## config.mk

```make
export PLATFORM = sky130hd
export DESIGN_NAME = xiphy_pll_ctrl_flat
export DESIGN_NICKNAME = d
export VERILOG_FILES = /design/src/rtl/xiphy_pll_ctrl_if.sv /design/src/rtl/xiphy_pll_ctrl.sv /design/src/flat_wrapper.sv
export SDC_FILE = /design/constraint.sdc
export NUM_CORES = 1
export LEC_CHECK = 0
export CORE_UTILIZATION = 50
export CTS_CLUSTER_SIZE = 20
export DETAILED_ROUTE_END_ITERATION = 10
export DONT_BUFFER_PORTS = 1
export SLEW_MARGIN = 0
export SYNTH_ARGS = -nofsm -noshare
export SYNTH_HDL_FRONTEND = slang
export SYNTH_SLANG_ARGS = --single-unit
```

## constraint.sdc

```tcl
create_clock -name clk_div -period 2.9 [get_ports clk_div]
set_clock_uncertainty 0.1 [all_clocks]
set_input_delay 0.145 -clock clk_div [delete_from_list [all_inputs] [get_ports clk_div]]
set_output_delay 0.145 -clock clk_div [all_outputs]
set_load 0.1 [all_outputs]
```

## src/rtl/xiphy_pll_ctrl_if.sv

```systemverilog
// Signal bundle between the PLL bring-up controller and its environment.
// All signals are plain levels sampled on clk_div; there is no valid/ready handshake.
interface xiphy_pll_ctrl_if #(
    parameter int PLL_WIDTH = 1,
    parameter int MAX_RETRY = 3
);
    localparam int RW = $clog2(MAX_RETRY + 1);

    logic                 ub_rst_out;
    logic                 mmcm_lock;
    logic                 pll_gate;
    logic [PLL_WIDTH-1:0] pll_en_mask;
    logic [PLL_WIDTH-1:0] pll_lock_raw;
    logic [PLL_WIDTH-1:0] rst_pll;
    logic                 clkphyout_en;
    logic                 pll_lock;
    logic                 pll_fail;
    logic [RW-1:0]        retry_cnt;
    logic [7:0]           relock_cnt;
    logic [PLL_WIDTH-1:0] lost_lock;
    logic [2:0]           ctrl_state;

    modport master (
        output ub_rst_out, mmcm_lock, pll_gate, pll_en_mask, pll_lock_raw,
        input  rst_pll, clkphyout_en, pll_lock, pll_fail, retry_cnt,
               relock_cnt, lost_lock, ctrl_state
    );

    modport slave (
        input  ub_rst_out, mmcm_lock, pll_gate, pll_en_mask, pll_lock_raw,
        output rst_pll, clkphyout_en, pll_lock, pll_fail, retry_cnt,
               relock_cnt, lost_lock, ctrl_state
    );
endinterface

```

## src/rtl/xiphy_pll_ctrl.sv

```systemverilog
// XiPHY PLL bring-up and lock supervision: timed reset, lock timeout with
// bounded retry, settle qualification and loss-of-lock recovery.
module xiphy_pll_ctrl #(
    parameter int PLL_WIDTH     = 1,
    parameter int RST_CYCLES    = 16,
    parameter int LOCK_TIMEOUT  = 4096,
    parameter int SETTLE_CYCLES = 64,
    parameter int MAX_RETRY     = 3,
    parameter int SYNC_STAGES   = 2
) (
    input  logic            clk_div,
    input  logic            rst_div,
    xiphy_pll_ctrl_if.slave bus
);
    localparam int CNT_MAX_A = (RST_CYCLES > LOCK_TIMEOUT) ? RST_CYCLES : LOCK_TIMEOUT;
    localparam int CNT_MAX   = (CNT_MAX_A > SETTLE_CYCLES) ? CNT_MAX_A : SETTLE_CYCLES;
    localparam int CNT_W     = $clog2(CNT_MAX + 1);
    localparam int RW        = $clog2(MAX_RETRY + 1);

    localparam logic [CNT_W-1:0] RST_LAST    = CNT_W'(RST_CYCLES - 1);
    localparam logic [CNT_W-1:0] TMO_LAST    = CNT_W'(LOCK_TIMEOUT - 1);
    // SETTLE is qualified on its entry cycle plus SETTLE_CYCLES further cycles.
    localparam logic [CNT_W-1:0] SETTLE_LAST = CNT_W'(SETTLE_CYCLES);
    localparam logic [RW-1:0]    RETRY_LAST  = RW'(MAX_RETRY - 1);
    localparam logic [RW-1:0]    RETRY_MAX   = RW'(MAX_RETRY);

    typedef enum logic [2:0] {
        ST_IDLE   = 3'd0,
        ST_RESET  = 3'd1,
        ST_WAIT   = 3'd2,
        ST_SETTLE = 3'd3,
        ST_READY  = 3'd4,
        ST_FAIL   = 3'd5
    } state_t;

    state_t               state_q, state_d;
    logic [CNT_W-1:0]     cnt_q, cnt_d;
    logic [RW-1:0]        retry_q, retry_d;
    logic [7:0]           relock_q, relock_d;
    logic [PLL_WIDTH-1:0] lost_q, lost_d;
    logic [PLL_WIDTH-1:0] rst_pll_q, rst_pll_d;
    logic                 clk_en_q, clk_en_d;
    logic                 pll_lock_q, pll_lock_d;
    logic                 pll_fail_q, pll_fail_d;
    logic [PLL_WIDTH-1:0] sync_q [SYNC_STAGES];
    logic [PLL_WIDTH-1:0] sync_d [SYNC_STAGES];

    logic [PLL_WIDTH-1:0] lk;
    logic                 all_lk;
    logic                 abort;
    logic                 attempt_fail;
    logic                 hold_rst;

    assign lk     = sync_q[SYNC_STAGES-1];
    assign all_lk = &(lk | ~bus.pll_en_mask);
    assign abort  = bus.ub_rst_out | ~bus.mmcm_lock;

    always_comb begin
        sync_d[0] = bus.pll_lock_raw;
        for (int k = 1; k < SYNC_STAGES; k++) begin
            sync_d[k] = sync_q[k-1];
        end
    end

    always_comb begin
        state_d      = state_q;
        retry_d      = retry_q;
        relock_d     = relock_q;
        lost_d       = lost_q;
        attempt_fail = 1'b0;

        case (state_q)
            ST_IDLE:   state_d = ST_RESET;
            ST_RESET:  if (cnt_q == RST_LAST) state_d = ST_WAIT;
            ST_WAIT: begin
                if (all_lk)                  state_d = ST_SETTLE;
                else if (cnt_q == TMO_LAST)  attempt_fail = 1'b1;
            end
            ST_SETTLE: begin
                if (!all_lk) begin
                    attempt_fail = 1'b1;
                end else if (cnt_q == SETTLE_LAST) begin
                    state_d = ST_READY;
                    retry_d = '0;
                end
            end
            ST_READY: begin
                // Loss of lock re-runs the reset sequence without spending a retry.
                if (!all_lk) begin
                    lost_d   = lost_q | (bus.pll_en_mask & ~lk);
                    relock_d = (relock_q != 8'hFF) ? relock_q + 8'd1 : relock_q;
                    state_d  = ST_RESET;
                end
            end
            ST_FAIL:   state_d = ST_FAIL;
            default:   state_d = ST_IDLE;
        endcase

        if (attempt_fail) begin
            if (retry_q == RETRY_LAST) begin
                state_d = ST_FAIL;
                retry_d = RETRY_MAX;
            end else begin
                state_d = ST_RESET;
                retry_d = retry_q + RW'(1);
            end
        end

        if (abort) begin
            state_d  = ST_IDLE;
            retry_d  = '0;
            relock_d = relock_q;
            lost_d   = lost_q;
        end

        if (state_d != state_q) begin
            cnt_d = '0;
        end else if (state_q == ST_RESET || state_q == ST_WAIT || state_q == ST_SETTLE) begin
            cnt_d = cnt_q + CNT_W'(1);
        end else begin
            cnt_d = cnt_q;
        end

        // Outputs are registered from the next state so they line up with ctrl_state.
        hold_rst   = (state_d == ST_IDLE) || (state_d == ST_RESET) || (state_d == ST_FAIL);
        rst_pll_d  = ~bus.pll_en_mask | {PLL_WIDTH{hold_rst}};
        clk_en_d   = (state_d == ST_READY) && (clk_en_q || bus.pll_gate);
        pll_lock_d = (state_d == ST_READY);
        pll_fail_d = (state_d == ST_FAIL);
    end

    always_ff @(posedge clk_div or posedge rst_div) begin
        if (rst_div) begin
            state_q    <= ST_IDLE;
            cnt_q      <= '0;
            retry_q    <= '0;
            relock_q   <= '0;
            lost_q     <= '0;
            rst_pll_q  <= '1;
            clk_en_q   <= 1'b0;
            pll_lock_q <= 1'b0;
            pll_fail_q <= 1'b0;
            for (int k = 0; k < SYNC_STAGES; k++) begin
                sync_q[k] <= '0;
            end
        end else begin
            state_q    <= state_d;
            cnt_q      <= cnt_d;
            retry_q    <= retry_d;
            relock_q   <= relock_d;
            lost_q     <= lost_d;
            rst_pll_q  <= rst_pll_d;
            clk_en_q   <= clk_en_d;
            pll_lock_q <= pll_lock_d;
            pll_fail_q <= pll_fail_d;
            for (int k = 0; k < SYNC_STAGES; k++) begin
                sync_q[k] <= sync_d[k];
            end
        end
    end

    assign bus.rst_pll      = rst_pll_q;
    assign bus.clkphyout_en = clk_en_q;
    assign bus.pll_lock     = pll_lock_q;
    assign bus.pll_fail     = pll_fail_q;
    assign bus.retry_cnt    = retry_q;
    assign bus.relock_cnt   = relock_q;
    assign bus.lost_lock    = lost_q;
    assign bus.ctrl_state   = state_q;
endmodule

```

## src/flat_wrapper.sv

```systemverilog
// flat-port wrapper written by rule: the top's interface ports become plain ports
module xiphy_pll_ctrl_flat 
#(
    parameter int PLL_WIDTH     = 1,
    parameter int RST_CYCLES    = 16,
    parameter int LOCK_TIMEOUT  = 4096,
    parameter int SETTLE_CYCLES = 64,
    parameter int MAX_RETRY     = 3,
    parameter int SYNC_STAGES   = 2
)
  (clk_div, rst_div, bus_ub_rst_out, bus_mmcm_lock, bus_pll_gate, bus_pll_en_mask, bus_pll_lock_raw, bus_rst_pll, bus_clkphyout_en, bus_pll_lock, bus_pll_fail, bus_retry_cnt, bus_relock_cnt, bus_lost_lock, bus_ctrl_state);
  xiphy_pll_ctrl_if #(.PLL_WIDTH(PLL_WIDTH), .MAX_RETRY(MAX_RETRY)) bus_i ();
  input  logic clk_div;
  input  logic rst_div;
  input wire logic [$bits(bus_i.ub_rst_out)-1:0] bus_ub_rst_out;
  input wire logic [$bits(bus_i.mmcm_lock)-1:0] bus_mmcm_lock;
  input wire logic [$bits(bus_i.pll_gate)-1:0] bus_pll_gate;
  input wire logic [$bits(bus_i.pll_en_mask)-1:0] bus_pll_en_mask;
  input wire logic [$bits(bus_i.pll_lock_raw)-1:0] bus_pll_lock_raw;
  output wire logic [$bits(bus_i.rst_pll)-1:0] bus_rst_pll;
  output wire logic [$bits(bus_i.clkphyout_en)-1:0] bus_clkphyout_en;
  output wire logic [$bits(bus_i.pll_lock)-1:0] bus_pll_lock;
  output wire logic [$bits(bus_i.pll_fail)-1:0] bus_pll_fail;
  output wire logic [$bits(bus_i.retry_cnt)-1:0] bus_retry_cnt;
  output wire logic [$bits(bus_i.relock_cnt)-1:0] bus_relock_cnt;
  output wire logic [$bits(bus_i.lost_lock)-1:0] bus_lost_lock;
  output wire logic [$bits(bus_i.ctrl_state)-1:0] bus_ctrl_state;
  assign bus_i.ub_rst_out = bus_ub_rst_out;
  assign bus_i.mmcm_lock = bus_mmcm_lock;
  assign bus_i.pll_gate = bus_pll_gate;
  assign bus_i.pll_en_mask = bus_pll_en_mask;
  assign bus_i.pll_lock_raw = bus_pll_lock_raw;
  assign bus_rst_pll = bus_i.rst_pll;
  assign bus_clkphyout_en = bus_i.clkphyout_en;
  assign bus_pll_lock = bus_i.pll_lock;
  assign bus_pll_fail = bus_i.pll_fail;
  assign bus_retry_cnt = bus_i.retry_cnt;
  assign bus_relock_cnt = bus_i.relock_cnt;
  assign bus_lost_lock = bus_i.lost_lock;
  assign bus_ctrl_state = bus_i.ctrl_state;
  xiphy_pll_ctrl #(.PLL_WIDTH(PLL_WIDTH), .RST_CYCLES(RST_CYCLES), .LOCK_TIMEOUT(LOCK_TIMEOUT), .SETTLE_CYCLES(SETTLE_CYCLES), .MAX_RETRY(MAX_RETRY), .SYNC_STAGES(SYNC_STAGES)) u_core (.clk_div(clk_div), .rst_div(rst_div), .bus(bus_i));
endmodule
```

======== Word level (Yosys, flattened, before mapping) ========
Index checks and enable logic that the tools add are counted.
word-level totals
  bits in registers ....................... 33
  bits of input ports ..................... 7
  output and inout port bits .............. 18
  word-level logic and storage cells ...... 74
cells by class
  add/subtract/negate cells ............... 3
  equal/unequal tests ..................... 14
  muxes and demuxes ....................... 21
  bitwise gates (word level) .............. 10
  reduce and logical (&&, ||, !) cells .... 15
operators by type and width
  cell                                                                      count
  13-bit two-way mux                                                        2
  3-bit two-way mux                                                         8
  3-bit one-hot mux with 6 select lines                                     1
  13-bit by 1-bit adder with 13-bit output (second input constant)          1
  13-bit by 12-bit equality test with 1-bit output (second input constant)  1
  13-bit by 4-bit equality test with 1-bit output (second input constant)   1
  13-bit by 7-bit equality test with 1-bit output (second input constant)   1
  3-bit equality test (second input constant)                               4
  2-bit two-way mux                                                         6
  3-bit nonzero test                                                        3
  8-bit by 1-bit adder with 8-bit output (second input constant)            1
  8-bit inequality test (second input constant)                             1
  3-bit by 1-bit equality test with 1-bit output (second input constant)    2
  3-bit by 2-bit equality test with 1-bit output (second input constant)    2
  3-bit logical NOT                                                         2
  3-bit AND reduction                                                       2
  1-bit logical OR                                                          5
  1-bit NOT                                                                 5
  1-bit bitwise OR                                                          4
  4-bit AND reduction                                                       1
  1-bit two-way mux                                                         3
  3-bit inequality test                                                     1
  2-bit by 1-bit adder with 2-bit output (second input constant)            1
  2-bit equality test (second input constant)                               1
  other kinds (4)                                                           4

======== Logic depth before layout (Yosys ltp) ========
Gate-level depths: netlist of run 1.
  depth in word-level cells ............... 10
  mapped depth ............................ 9
  mapped depth without buffers ............ 8

======== Least setup slack after synthesis of run 1 ========
Ideal clock, no wire load.
  path type ............................... reg2reg
  from .................................... register u_core.state_q[0], in the netlist u_core.bus.ctrl_state[0]
  to ...................................... register u_core.cnt_q[3]
  library setup time ...................... 0.119 ns
  data arrival time ....................... 2.747 ns
  required time ........................... 2.681 ns
  setup slack ............................. -0.066 ns
  cell stages (with the launch flop) ...... 9
  buffers on the path ..................... 2
  period minus slack after synthesis ...... 2.966 ns
  path through ............................ dfrtp_1 > buf_4 > or4b_2 > nor4_4 > o32ai_1 > o21a_1 > o2111ai_2 > buf_6 > nor2_1
between the ends
  cells in the longest elaborated chain, start to end .. 7
  elaborated cells on any way between the ends .. 20
  classes of those cells .................. eq/ne (6); mux (10); reduce/logical (4)
ends and longest elaborated chain
  what                                                      line                   text
  start: declaration                                        xiphy_pll_ctrl.sv:36   state_t state_q, state_d;
  start signal: assignment                                  xiphy_pll_ctrl.sv:147  state_q <= state_d;
  3-bit two-way mux                                         xiphy_pll_ctrl.sv:82   end else if (cnt_q == SETTLE_LAST) begin
  3-bit two-way mux                                         xiphy_pll_ctrl.sv:80   if (!all_lk) begin
  3-bit one-hot mux with 6 select lines                     xiphy_pll_ctrl.sv:72   case (state_q)
  3-bit two-way mux                                         xiphy_pll_ctrl.sv:99   if (attempt_fail) begin
  3-bit two-way mux                                         xiphy_pll_ctrl.sv:109  if (abort) begin
  3-bit inequality test                                     xiphy_pll_ctrl.sv:116  if (state_d != state_q) begin
  13-bit two-way mux or 2-bit nonzero test (tied branches)  -
  end signal: assignment                                    xiphy_pll_ctrl.sv:148  cnt_q <= cnt_d;
  end: declaration                                          xiphy_pll_ctrl.sv:37   logic [CNT_W-1:0] cnt_q, cnt_d;
Parallel ways exist; a longest one is shown, timed or not.
A chain may end at the register's enable or synchronous reset.

======== Worst setup path in the final report of run 1 ========
  from .................................... register u_core.state_q[2], in the netlist u_core.bus.ctrl_state[2]
  to ...................................... register u_core.cnt_q[4]
Same word-level chain as after synthesis.

==> reports/qor.yml, run 1 <==
place.gp.congestion: 0.867
track_usage_pct: 21.3
powerDensity_nw_per_um2: 416
final_max_slew_viol_count: 0
setup_ws_ns: 0.423
hpwl_mm: 2.47
hold_slack_ns: 0.0486
power_frac_comb_pct: 8.1
synth_xor_area_share_pct: 9.56
ff2ff_path_depth: 7
rsz0062_at_grt: "no"
synth_top_family_by_area: "simple AND/OR/NAND/NOR gates"
cts_num_sinks: 33
grt_max_degree: 31
utilization_pct: 60.9
viasPerCell: 5.42
tns_ns: 0
hold_path_class: "in -> reg"
cellLeakagePower_nw: 0.911
drt_iter0_markers: 55
synth-simple-area-share_pct: 25.1
finalHoldViolCount: 0
cts_root_buffer: "clkbuf_4"
synth_top_area_share_pct: 46.0
synthMuxAreaShare_pct: 1.80
drive_above_1_share_pct: 20.1
dp_slack_ns: 0.451
synthAdderAreaFrac_pct: 2.88
dpl_cell_area_um2: 1890
crit_required_ns: 3.02
r2r_slack_ns: 0.42
path_cells: "or4b_2 -> nor4_4 -> o32ai_1 -> o21a_1 -> o2111ai_2 -> buf_4 -> nor2_1"
antenna_found_initial: 0
clkPwrFrac_pct: 35.4
worst_slew_pin_slew_ns: 0.910
cp_max_fo: 13
crit_family: "simple AND/OR/NAND/NOR gates"
cpPeakStageDelay_ns: 0.71
critical_path_class: "reg -> reg"
core_um2: 3340
r2r_start: "u_core.bus.ctrl_state[2]"
maxSlewHeadroom_pct: 39.3
power.share.sequential_pct: 56.5
htree_levels: 2
clockBufferDepth: 2
synth_area_um2: 1740
tritoncts: "yes"
cp_num_buf_inv: 1
antennaDiodeCount: 0
ys_ff_latch: 33
async_reset_ff_share_pct: 100
hold_end: "u_core.bus.ctrl_state[2]"
multi_input_area_um2: 853
synthFlopType: "dfrtp_1"
core.rowCount: 21
start_util_pct: 52.2
p_sw_uw: 211
syn-instance-count: 169
worstPathArrival_ns: 2.60
stdcell_area_um2: 2030
reg2reg_to: "u_core.cnt_q[4]"
cts-buffers-inserted: 5
status: "finished clean"
ant_nets: 0
fillers: 305
yosys_warnings: 0
route.detailed.drc: 0
finalSetupViolCount: 0
post-route-min-period_ns: 2.48
drt_pre_antenna_iters: 4
critPathLaunchType: "flop"
synth_edf_count: 0
insertion_delay_ns: 0.34
area_growth_pct: 16.8
cp_slowest_cell: "or4b_2"
yosysSeqAreaShare_pct: 47.5
hold_depth: 2
fp.dieW_um: 61
portBuffers: 0
synth_fp_nets: 180
wl_per_cell_um: 14.3
p_sw_share_pct: 25.0
grt_pass1_vias: 1224
fin_nets: 204
fin_crit_sh_pct: 85.4
yosysTopAreaCell: "dfrtp_1"
endpoint_kind: "flop"
ir_drop_mv: 0.285
ys_types: 40
synth_area_leaders: "dfrtp_1, xor2_1, nor2_1"
synth_area_per_cell_um2: 10.3
grt_pass1_wl_mm: 5.62
clk_pin_slew_ns: 0.11
seqCellArea_um2: 828
drv_cap: 0
die_area_um2: 3720
num_vias: 1301
holdCritStartpoint: "bus_mmcm_lock"
p_int_uw: 635
pin_count: 25
grt_overflow_total: 0
wl_mm: 3.44
fp.dieH_um: 61
clock.fmax_mhz: 404
synth_compound_area_share_pct: 9.71
-- cells in the mapped netlist (4+ instances only) --
master,number
a211oi_1,4
and3_1,4
dfrtp_1,32
ha_1,4
inv_1,9
nand2_1,10
nand3_1,7
nand4_1,8
nor2_1,24
nor3_1,6
xnor2_1,8
xor2_1,11
-- worst reg2reg max path: cells and delay by family, from the launching register on --
family,cells,cell delay (ns)
compound gates,3,0.52
buf+inv,1,0.23
flops,1,0.49
simple gates,3,1.02
-- area by class of cell --
class	count	area share, %
well taps	46	2.83
multi-input cells	123	42.0
inverters	9	1.66
repair buffers	21	9.35
clock inverters	1	0.246
clock buffers	7	3.20
flip-flops and latches	33	40.7
-- power groups by stage --
stage          registers [mW]  logic (mW)  clock network [mW]
2_1_floorplan           0.491      0.0429                   0
3_3_place_gp            0.486      0.0565                   0
3_5_place_dp            0.487      0.0596                   0
4_1_cts                 0.478      0.0650               0.306
5_1_grt                 0.480      0.0757               0.330
6_report                0.478      0.0683               0.300
-- flip-flops by register name (all words and copies together) (netlist names) --
signal                   flops
u_core.bus.ctrl_state        3
u_core.cnt_q                13
u_core.bus.retry_cnt         2
u_core.sync_d                1
u_core.bus.clkphyout_en      1
u_core.lk                    1
u_core.bus.relock_cnt        8
u_core.bus.pll_fail          1
u_core.bus.lost_lock         1
u_core.bus.pll_lock          1
u_core.bus.rst_pll           1
-- worst max-delay path by stage --
stage | from | endpoint | cells after the start
after floorplan | u_core.bus.ctrl_state[1] | u_core.cnt_q[3] | 7
after global placement | u_core.cnt_q[0] | u_core.cnt_q[5] | 9
after detailed placement | u_core.cnt_q[0] | u_core.cnt_q[4] | 9
after CTS | u_core.cnt_q[0] | u_core.cnt_q[4] | 9
after global routing | u_core.cnt_q[0] | u_core.cnt_q[2] | 8
final | u_core.bus.ctrl_state[2] | u_core.cnt_q[4] | 7
-- layout by cell type (no fill, tap or decap), drive strengths merged, types with 2 or more instances in the layout --
| cell | Yosys | final |
|---|---|---|
| dfrtp | 32 | 32 |
| nor2 | 26 | 26 |
| buf | 3 | 16 |
| xor2 | 11 | 11 |
| nand2 | 10 | 10 |
| inv | 9 | 9 |
| nand4 | 8 | 8 |
| xnor2 | 8 | 8 |
| nand3 | 7 | 7 |
| clkbuf | 1 | 7 |
| nor3 | 6 | 6 |
| dlygate4sd3 | 0 | 5 |
| and3 | 4 | 4 |
| a211oi | 4 | 4 |
| ha | 4 | 4 |
| nor2b | 3 | 3 |
| and2 | 3 | 3 |
| o21a | 3 | 3 |
| nor4 | 3 | 3 |
| or4 | 2 | 2 |
| o32ai | 2 | 2 |
| o41ai | 2 | 2 |
| nand2b | 2 | 2 |
| mux2i | 2 | 2 |
| o21ai | 2 | 2 |
-- per-layer routing --
layer | GRT usage (%) | routed length [um] | vias to the layer above
li1 | - | - | 635
met1 | 27.4 | 1640 | 618
met2 | 33.3 | 1580 | 40
met3 | 7.04 | 174 | 8
met4 | 8.12 | 49 | 0
met5 | 0 | 0 | -
-- metrics by stage --
| stage | power (mW) | std cells |
|---|---|---|
| after global routing | 0.886 | 240 |
| after floorplan | 0.534 | 169 |
| final | 0.846 | 240 |
| after global placement | 0.543 | 226 |
| after CTS | 0.849 | 239 |
| after detailed placement | 0.547 | 226 |
-- timing repair --
action	in CTS	in global routing
endpoints found under the setup margin	0	0
resized for setup	0	0
hold buffers	5	0
endpoints found under the hold margin	32	0
buffers inserted	0	0
-- cells by family after synthesis --
logic type	Yosys count
AOI/OAI and AO/OA	19
xor gates and xnor gates	19
adders and majority gates	4
buffers and inverters	13
DFF	33
muxes	3
and+or+nand+nor	78
Note: power is estimated with default switching activity, not from simulation.
==> inputs of run 2 (changes only) <==
--- a/config.mk
+++ b/config.mk
@@ -5,10 +5,14 @@
 export SDC_FILE = /design/constraint.sdc
 export NUM_CORES = 1
 export LEC_CHECK = 0
-export CORE_UTILIZATION = 50
+export CELL_PAD_IN_SITES_DETAIL_PLACEMENT = 1
+export CELL_PAD_IN_SITES_GLOBAL_PLACEMENT = 1
+export CORE_UTILIZATION = 48
 export CTS_CLUSTER_SIZE = 20
 export DETAILED_ROUTE_END_ITERATION = 10
 export DONT_BUFFER_PORTS = 1
+export MAX_ROUTING_LAYER = met4
+export PLACE_DENSITY_LB_ADDON = 0.1
 export SLEW_MARGIN = 0
 export SYNTH_ARGS = -nofsm -noshare
 export SYNTH_HDL_FRONTEND = slang
==> constraint.sdc (replaced) <==
create_clock -name clk_div -period 2.9 [get_ports clk_div]
set_clock_uncertainty 0.1 [all_clocks]
set_input_delay 0.145 -clock clk_div [delete_from_list [all_inputs] [get_ports clk_div]]
set_output_delay 0.145 -clock clk_div [all_outputs]
set_load 0.005 [all_outputs]
==> run 2 against run 1 <==
Wire length up 13%. Non-clock buffer count down 12. Critical path type unchanged. Sequential share of layout area up 2.6 points. Critical path depth unchanged. Largest power group unchanged.
==> reports/qor.yml, run 2 (synthesis results as in run 1) <==
antenna_found_initial: 0  # unchanged
core.rowCount: 21  # unchanged
ff2ff_path_depth: 7  # unchanged
clockBufferDepth: 2  # unchanged
endpoint_kind: "flop"
hold_slack_ns: 0.0690  # +0.0204 ns
largest_reg_flops: 13  # unchanged
htree_levels: 2  # unchanged
cts_num_sinks: 33  # unchanged
fin_crit_sh_pct: 85.7  # +0.26 points
core_um2: 3420  # +2.4%
clk_pin_slew_ns: 0.10  # about the same
ant_nets: 0  # unchanged
final_max_slew_viol_count: 0  # unchanged
p_sw_uw: 198  # -6.4%
r2r_slack_ns: 0.42  # about the same
area_growth_pct: 9.56
multi_input_area_um2: 853  # unchanged
antennaDiodeCount: 0  # unchanged
routed.top_layer: "met4"
fp.dieW_um: 62.2  # +2.0%
maxSlewHeadroom_pct: 67.5  # +28 points
powerDensity_nw_per_um2: 409  # -1.7%
grt_overflow_total: 0  # unchanged
cp_max_fo: 13  # unchanged
wl_per_cell_um: 17.1  # +19%
crit_required_ns: 3.02  # about the same
fillers: 387  # +27%
hold_end: "u_core.bus.ctrl_state[2]"
route.met3.wl_um: 170  # -2.3%
final_common_cell: "dfrtp_1"
holdCritStartpoint: "bus_mmcm_lock"
hpwl_mm: 2.87  # +17%
cts_root_buffer: "clkbuf_4"
final_cell_mix: "dfrtp_1, nor2_1, xor2_1"
critical_path_class: "reg -> reg"
pin_count: 25  # unchanged
hold_path_class: "in -> reg"
power.share.sequential_pct: 60.9  # +4.4 points
finalSetupViolCount: 0  # unchanged
start_util_pct: 51.0  # -1.2 points
drt_pre_antenna_iters: 4  # unchanged
wl_met2_mm: 1.99  # +25%
drive_above_1_share_pct: 14.3  # -5.8 points
finalHoldViolCount: 0  # unchanged
route.detailed.drc: 0  # unchanged
grt_max_degree: 34  # +9.7%
worst_slew_pin_slew_ns: 0.487  # -0.423 ns
post-route-min-period_ns: 2.48  # +0.00754 ns
fp.dieH_um: 62.2  # +2.0%
power_frac_comb_pct: 7.6  # -0.5 points
grt_pass1_wl_mm: 6.95  # +24%
place.gp.congestion: 0.817  # -5.8%
cts_resized: 0  # unchanged
drv_cap: 0  # unchanged
drt_iter0_markers: 55  # unchanged
cellLeakagePower_nw: 0.829  # -9.0%
p_sw_share_pct: 25.3  # +0.38 points
clock.fmax_mhz: 403  # -0.30%
seqCellArea_um2: 827  # -0.15%
r2r_start: "u_core.bus.ctrl_state[1]"
portBuffers: 0  # unchanged
tns_ns: 0  # unchanged
hold_depth: 2  # unchanged
wl_mm: 3.90  # +13%
top_register: "u_core.cnt_q"
utilization_pct: 55.8  # -5.1 points
p_int_uw: 582  # -8.3%
wl_met1_mm: 1.67  # +1.9%
reg2reg_to: "u_core.cnt_q[5]"
status: "finished clean"
viasPerCell: 5.82  # +7.3%
cts-buffers-inserted: 5  # unchanged
insertion_delay_ns: 0.34  # about the same
grt_pass1_vias: 1453  # +19%
track_usage_pct: 24.3  # +3.0 points
rsz0062_at_grt: "no"
worstPathArrival_ns: 2.61  # about the same
clkPwrFrac_pct: 31.5  # -3.9 points
fin_nets: 192  # -5.9%
critPathLaunchType: "flop"
tritoncts: "yes"
die_area_um2: 3870  # +4.0%
ir_drop_mv: 0.366  # +28%
num_vias: 1326  # +1.9%
-- run 2: changes by cell type in the layout (fill, tap and decap cells not counted) --
cell,previous run,this run
clkinvlp_4,0,1
buf_4,15,4
clkbuf_8,2,0
dfrtp_2,1,0
clkinv_2,1,2
buf_16,1,0
dfrtp_1,31,32
-- run 2: per-layer routing --
metal | vias up | global-route usage, %
met5 | - | -
met3 | 5 | 6.80
met2 | 34 | 39.4
met4 | 0 | 10.5
met1 | 673 | 28.2
li1 | 614 | -
-- run 2: critical path, stage by stage (launching register included) --
cell and delay, ns:
dfrtp_1 0.50, or4b_2 0.74, nor4_4 0.22, o32ai_1 0.17
o21a_1 0.20, o2111ai_2 0.15, buf_4 0.22, nor2_1 0.07
-- run 2: worst max path at each step --
stage / cells after the start / start / end
6_report: 7 / u_core.bus.ctrl_state[1] / u_core.cnt_q[5]
4_1_cts: 7 / u_core.bus.ctrl_state[1] / u_core.cnt_q[5]
2_1_floorplan: 7 / u_core.bus.ctrl_state[1] / u_core.cnt_q[3]
3_5_place_dp: 7 / u_core.bus.ctrl_state[1] / u_core.cnt_q[5]
5_1_grt: 8 / u_core.cnt_q[0] / u_core.cnt_q[7]
3_3_place_gp: 7 / u_core.bus.ctrl_state[1] / u_core.cnt_q[2]
-- run 2: timing repair --
item | CTS | global route
hold buffers | 5 | 0
endpoints found under the hold margin | 37 | 0
buffers inserted | 0 | 0
-- run 2: final cells by class --
cell class                      count  area share [%]
Clock buffer                        5            1.97
Sequential cell                    33            43.4
Multi-Input combinational cell    123            44.8
Timing Repair Buffer                9            4.20
Tap cell                           46            3.02
Clock inverter                      3           0.919
Inverter                            9            1.77
-- run 2: metrics by stage --
step                      cells  instance area, um2  power (mW)  setup WS [ns]
after floorplan             169                1740       0.525          0.608
after global placement      215                1800       0.536          0.461
after detailed placement    215                1800       0.539          0.449
after CTS                   228                1910       0.795          0.416
after global routing        228                1910       0.824          0.209
final                       228                1910       0.780          0.416
-- run 2: power groups by stage --
stage / sequential (mW) / combinational [mW] / clock, mW
6_report: 0.475 / 0.0594 / 0.245
5_1_grt: 0.476 / 0.0682 / 0.279
3_3_place_gp: 0.483 / 0.0528 / 0
4_1_cts: 0.475 / 0.0608 / 0.259
2_1_floorplan: 0.483 / 0.0429 / 0
3_5_place_dp: 0.484 / 0.0550 / 0
